<file path="src/rtl/risc_pkg.sv">
// Shared definitions for the RISC datapath: ALU opcodes and control-word field positions.
// The ALU multiplier is optional and is enabled with the RISC_ALU_MUL_EN macro.
package risc_pkg;

    localparam int unsigned CTRL_W      = 12;
    localparam int unsigned CTRL_OP_LSB = 0;
    localparam int unsigned CTRL_BSEL   = 4;
    localparam int unsigned CTRL_EN     = 5;

    typedef enum logic [3:0] {
        ALU_ADD   = 4'h0,
        ALU_SUB   = 4'h1,
        ALU_AND   = 4'h2,
        ALU_OR    = 4'h3,
        ALU_XOR   = 4'h4,
        ALU_NOR   = 4'h5,
        ALU_SLT   = 4'h6,
        ALU_SLTU  = 4'h7,
        ALU_SLL   = 4'h8,
        ALU_SRL   = 4'h9,
        ALU_SRA   = 4'hA,
        ALU_LUI   = 4'hB,
        ALU_MUL   = 4'hC,
        ALU_MULH  = 4'hD,
        ALU_PASSA = 4'hE,
        ALU_PASSB = 4'hF
    } alu_op_e;

endpackage

</file>
<file path="src/rtl/risc_shifter.sv">
// Combinational barrel shifter for the ALU's SLL/SRL/SRA ops; other ops give 0.
module risc_shifter
    import risc_pkg::*;
#(
    parameter int unsigned WIDTH = 32
) (
    input  logic [WIDTH-1:0] a_i,
    input  logic [4:0]       shamt_i,
    input  alu_op_e          op_i,
    output logic [WIDTH-1:0] res_o
);

    always_comb begin
        res_o = '0;
        unique case (op_i)
            ALU_SLL: res_o = a_i << shamt_i;
            ALU_SRL: res_o = a_i >> shamt_i;
            ALU_SRA: res_o = $unsigned($signed(a_i) >>> shamt_i);
            default: res_o = '0;
        endcase
    end

endmodule

</file>
<file path="src/rtl/risc_alu.sv">
// Execute-stage ALU: operand mux, op decode and a registered write-back result (wtd).
// Define RISC_ALU_MUL_EN to build the MUL/MULH multiplier; otherwise those ops return 0.
module risc_alu
    import risc_pkg::*;
#(
    parameter int unsigned WIDTH = 32
) (
    output logic [WIDTH-1:0]  wtd,
    input  logic [WIDTH-1:0]  rsd,
    input  logic [WIDTH-1:0]  rtd,
    input  logic [WIDTH-1:0]  imm,
    input  logic              clk,
    input  logic [CTRL_W-1:0] ctrl,
    input  logic              rst
);

    alu_op_e          op;
    logic             bsel;
    logic             en;
    logic [WIDTH-1:0] a;
    logic [WIDTH-1:0] b;
    logic [4:0]       shamt;
    logic [WIDTH-1:0] shift_res;
    logic [WIDTH-1:0] alu_res;
    logic [WIDTH-1:0] wtd_d;
    logic [WIDTH-1:0] wtd_q;
    logic             unused_ctrl;

    assign op    = alu_op_e'(ctrl[CTRL_OP_LSB +: 4]);
    assign bsel  = ctrl[CTRL_BSEL];
    assign en    = ctrl[CTRL_EN];
    assign a     = rsd;
    assign b     = bsel ? imm : rtd;
    assign shamt = bsel ? imm[10:6] : rtd[4:0];

    // ctrl[11:6] are consumed by other pipeline stages
    assign unused_ctrl = ^ctrl[CTRL_W-1:CTRL_EN+1];

`ifdef RISC_ALU_MUL_EN
    logic signed [2*WIDTH-1:0] prod;
    assign prod = $signed(a) * $signed(b);
`endif

    risc_shifter #(
        .WIDTH (WIDTH)
    ) u_shifter (
        .a_i     (a),
        .shamt_i (shamt),
        .op_i    (op),
        .res_o   (shift_res)
    );

    always_comb begin
        alu_res = '0;
        unique case (op)
            ALU_ADD:   alu_res = a + b;
            ALU_SUB:   alu_res = a - b;
            ALU_AND:   alu_res = a & b;
            ALU_OR:    alu_res = a | b;
            ALU_XOR:   alu_res = a ^ b;
            ALU_NOR:   alu_res = ~(a | b);
            ALU_SLT:   alu_res[0] = ($signed(a) < $signed(b));
            ALU_SLTU:  alu_res[0] = (a < b);
            ALU_SLL,
            ALU_SRL,
            ALU_SRA:   alu_res = shift_res;
            ALU_LUI:   alu_res = b << 16;
`ifdef RISC_ALU_MUL_EN
            ALU_MUL:   alu_res = prod[WIDTH-1:0];
            ALU_MULH:  alu_res = prod[2*WIDTH-1:WIDTH];
`else
            ALU_MUL,
            ALU_MULH:  alu_res = '0;
`endif
            ALU_PASSA: alu_res = a;
            ALU_PASSB: alu_res = b;
            default:   alu_res = '0;
        endcase
    end

    assign wtd_d = en ? alu_res : wtd_q;

    always_ff @(posedge clk) begin
        if (rst) begin
            wtd_q <= '0;
        end else begin
            wtd_q <= wtd_d;
        end
    end

    assign wtd = wtd_q;

endmodule

</file>
<file path="config.mk">
export PLATFORM = sky130hd
export DESIGN_NAME = risc_alu
export DESIGN_NICKNAME = d
export VERILOG_FILES = /design/src/rtl/risc_pkg.sv /design/src/rtl/risc_shifter.sv /design/src/rtl/risc_alu.sv
export SDC_FILE = /design/constraint.sdc
export NUM_CORES = 1
export LEC_CHECK = 0
export BUFFER_PORTS_ARGS = -buffer_cell sky130_fd_sc_hd__clkbuf_2
export CAP_MARGIN = 20
export CORE_MARGIN = 4
export CORE_UTILIZATION = 40
export DETAILED_ROUTE_END_ITERATION = 16
export GPL_ROUTABILITY_DRIVEN = 0
export SLEW_MARGIN = 20
export SYNTH_ARGS = -nofsm -noshare
export SYNTH_HDL_FRONTEND = slang
export SYNTH_SLANG_ARGS = --single-unit
</file>
<file path="constraint.sdc">
create_clock -name clk -period 5.6 [get_ports clk]
set_clock_uncertainty 0.1 [all_clocks]
set_input_delay 1.12 -clock clk [delete_from_list [all_inputs] [get_ports clk]]
set_output_delay 1.12 -clock clk [all_outputs]
set_load 0.01 [all_outputs]
</file>
-- Yosys cells after proc, flatten, opt, wreduce, memory -nomap -nowiden
Index checks and enable logic that the tools add are counted.
- flip-flop bits (word level): 32
- bits in latches: 0
- RAM bits: 0
- ROM bits: 0
- input bits: 110
- output and inout bits: 32
- word-level logic and storage cells: 35
- memories: 0
- $add $sub $neg: 2
- $mul: 0
- divide/modulo/power cells: 0
- $lt $le $gt $ge: 2
- eq/ne operators: 15
- shift-type cells: 3
- multiplexer cells: 5
- bitwise logic cells: 4
- reduce and logical (&&, ||, !) cells: 3
- operator list (operator ; number):
    $pmux 31 s10 ; 1
    $pmux 32 s3 ; 1
    $lt 32x32->1 ; 2
    $add 32x32->32 ; 1
    $and 32x32->32 ; 1
    $eq 4x4->1 const B ; 8
    $mux 32 ; 1
    $not 32->32 ; 1
    $or 32x32->32 ; 1
    $shl 32x5->32 ; 1
    $shr 32x5->32 ; 1
    $sshr 32x5->32 ; 1
    $sub 32x32->32 ; 1
    $xor 32x32->32 ; 1
    $eq 4x3->1 const B ; 4
    $pmux 1 s12 ; 1
    $eq 4x2->1 const B ; 2
    $reduce_or 3->1 ; 2
    $mux 5 ; 1
    $eq 4x1->1 const B ; 1
    $logic_not 4->1 ; 1

-- Longest topological paths before layout
- word-level depth: 4
- gate-level depth with buffers: 16
- depth with buffers taken out: 12

-- Hierarchy
A second synthesis with hierarchy kept.
- cells, all modules: 1629
- area, all modules: 12114.1 µm²
- by module, submodules not included (module ; instances ; cells each ; area each (µm²) ; seq. area each (µm²)):
    risc_alu ; 1 ; 1079 ; 7577.3 ; 640.6
    risc_shifter ; 1 ; 550 ; 4536.9 ; 0.0

-- Least setup slack after synthesis
No wires, ideal clock.
- kind: in2reg
- from: input ctrl[4]
- to: register wtd_q[26], in the netlist wtd[26]
- setup time: 0.135 ns
- data arrival time: 4.520 ns
- data required time: 5.365 ns
- path slack: 0.845 ns
- stages on the path: 15
- path buffers: 4
- cells stage by stage: buf_6 > buf_2 > buf_2 > buf_2 > mux2_2 > ha_1 > fa_1 > a21oi_1 > o22ai_1 > o31ai_4 > a21oi_1 > a211o_1 > a31oi_1 > mux2i_1 > a311oi_1
- longest elaborated chain between the ends: 4
- elaborated cells between the ends (all ways): 13
- classes of those cells: add/sub: 2; shift: 3; mux: 4; bitwise: 4
- RTL lines (item ; RTL line ; source):
    start, declared ; risc_alu.sv:13 ; input logic [CTRL_W-1:0] ctrl,
    parallel branches: the longest is 3 deep, another holds $sub 32x32->32 ; n/a ;
    $pmux 31 s10 * ; risc_alu.sv:55 ; unique case (op)
    end signal, assigned ; risc_alu.sv:87 ; wtd_q <= wtd_d;
    end, declared ; risc_alu.sv:26 ; logic [WIDTH-1:0] wtd_q;
Mark *: on every way between the ends.
A chain may end at the register's enable or synchronous reset.

-- Worst setup path in the final report
- from: input ctrl[4]
- to: register wtd_q[31], in the netlist wtd[31]
The elaborated chain is that of the path after synthesis.

==> flow_summary.ini <==
[die]
num_rows = 62
die_h_um = 180
dieWidth_um = 180
area_of_the_core_region_mm2 = 0.0290
io_pins = 142
initial_core_util_pct = 41.0
die_area_mm2 = 0.0325

[clocking]
ctsLongestPathBuffers = 2
post_cts_hold_buffer_count = 0
clock_tree.htree_level_count = 2
numCtsBuffers = 5
postCtsResizedCells = 0
clkSinkCount = 32
clock_tree.root_cell = clkbuf_16
tritoncts = done
clkLatencyLatePin_ps = 290
post_cts_buffers = 0
clkTransAtPathRegs_ps = 70

[worst_setup_path]
critical_path_peak_fanout = 13
critPathKind = input pin to flip-flop
setup.worst_path.start_class = input pin
worst_ep_arrival_time_ps = 5280
required_ps = 5680
crit_path_capture_type = flip-flop
r2r_setup_slack_ps = 3460

[route]
antenna_left = 0
drt_wl_total_mm = 57.8
num_vias = 14776
firstDrtPassIters = 8
route.detailed.drc = 0
detail_route.wl_per_cell_um = 27.6
drt_first_iter_violations = 2235
vias_per_cell = 7.04

[sta]
post-route-worst-setup-slack_ps = 407
slew-limit-headroom_pct = 29.6
slew_viol_final = 0
timing_hold_violations_final = 0
worst_pin_slew_ps = 1050
clock.fmax_mhz = 193
timing.final.crit_share_pct = 92.7
rsz0062_at_grt = false
timing.setup.tns_ps = 0
min_period_ps = 5190
setup_viol = 0

[logic_synthesis]
post_synth_mux_area_share_pct = 19.2
netlist_area_before_placement_mm2 = 0.0119
synth_compound_area_share_pct = 33.5
synth_seq_area_share_pct = 5.39
synth-seq-cells = 32
syn-num-nets = 1879
postSynthAreaPerCell_um2 = 7.12
top_cell_type_by_total_area_after_synthesis = mux2i_1
post_synth_main_area_contributors = mux2i_1, ha_1, a21oi_1
synth_adder_area_share_pct = 10.8
synth_enable_flop_cells = 0
synth_top_family_by_area = compound AO/OA/AOI/OAI gates
netlist-cell-type-count = 103
post_synth_xor_area_fraction_pct = 1.11
synthArstFlopShare_pct = 0
yosysWarnings = 0
yosys.area_share.simple_pct = 20.8
post-synth-top-area-fraction_pct = 10.4
yosys_most_used_dff = dfxtp_1
syn_inst = 1668

[job]
drv.max_cap_violation_count = 0

[pwr]
power_leakage_nw = 5.46
power_density_mw_per_mm2 = 158
total_design_power_mw = 2.04
max-vdd-ir-drop_mv = 0.164

[placed_design]
pre_cts_slack_ps = 304
detailedPlacementHpwl_mm = 43.9
placed_cells = 2090
port-buffer-count = 135

[global_route]
first_global_vias = 13790
pin_count_of_the_biggest_net_entering_global_routing = 63
antenna_violations_before_repair = 2
gr-usage-all-layers_pct = 33.3
grt_pass1_wl_mm = 85.4
grt_overflow = 0

[status]
run_status = complete, no violations

[final_layout]
mostFrequentLayoutCell = nor2_1
antenna_cells_inserted = 0
syn_to_final_growth_pct = 8.73
drive_above_1_share_pct = 17.3
fill_cells = 3060
largest_register_ff_count = 32
final_cell_mix = nor2_1, nand2_1, clkbuf_2
finish.net_count = 1924
final_cells = 2098

[hold_path]
tightest_hold_check_type = flip-flop to flip-flop
through the flow:
step                      area [um2]  utilization (%)  hold slack (ps)
after global routing           12900             44.5              420
after global placement         12800             44.0              371
final                          12900             44.5              396
after floorplan                11900                -              374
after CTS                      12900             44.5              398
after detailed placement       12800             44.0              383
report_power, final:
part / switching (mW) / internal (mW) / total, mW
sequential: 0.0162 / 0.244 / 0.261
clock: 0.143 / 0.177 / 0.320
combinational: 0.954 / 0.511 / 1.46
total: 1.11 / 0.932 / 2.04
area by class of cell:
class	instances	area [um2]	share of cell area, %
flip-flops and latches	32	641	4.96
inverters	93	349	2.70
well taps	384	480	3.72
multi-input cells	1397	10200	79.1
repair buffers	184	1080	8.37
clock inverters	2	10.0	0.0775
clock buffers	6	139	1.07
routing by layer:
metal / wire length, um / track usage (%) / vias to the layer above / part of all wire (%)
met5: 33 / 0 / - / 0.057
met4: 4140 / 19.5 / 4 / 7.2
met3: 7960 / 8.01 / 254 / 14
met2: 24200 / 50.2 / 1149 / 42
met1: 21500 / 43.2 / 6965 / 37
li1: - / - / 6404 / -
cell usage after synthesis, types with 13 or more instances:
library cell,number
o21ai_0,73
a21o_1,14
o211ai_1,22
o31a_1,14
nand3_1,39
o22ai_1,27
a221o_1,15
nand2b_1,14
clkbuf_1,70
buf_2,41
a211oi_1,29
a221oi_1,25
a21oi_1,135
mux4_2,24
nand2_1,162
a22oi_1,33
mux2_2,34
nand4_1,18
nor3_1,35
dfxtp_1,32
a31oi_1,23
o221ai_1,13
buf_4,14
ha_1,99
nor2b_1,18
mux2i_1,124
nor2_1,175
inv_1,90
cells by family after synthesis:
logic type / count (synthesis)
flip-flops: 32
multiplexers: 188
AO/OA/AOI/OAI: 561
AND/OR/NAND/NOR: 531
buffers and inverters: 239
adder cells (fa/ha/maj): 102
XOR/XNOR: 15
worst paths after layout:
check | startpoint | to | cells past startpoint
hold reg to reg | wtd[4] | wtd[4] | 1
setup reg to reg | wtd[25] | wtd[25] | 6
setup / recovery | ctrl[4] | wtd[31] | 12
hold / removal | wtd[4] | wtd[4] | 1
critical path, cell delays in order:
cell and delay [ps]:
clkbuf_2 290, mux2_2 440, inv_1 220, ha_1 220, a21o_1 180, nand4_1 250
a2111oi_0 740, nor2_1 140, o41ai_1 760, o21ai_0 380, mux2i_1 200, o31a_1 310
Power figures use the tool's default switching activity.
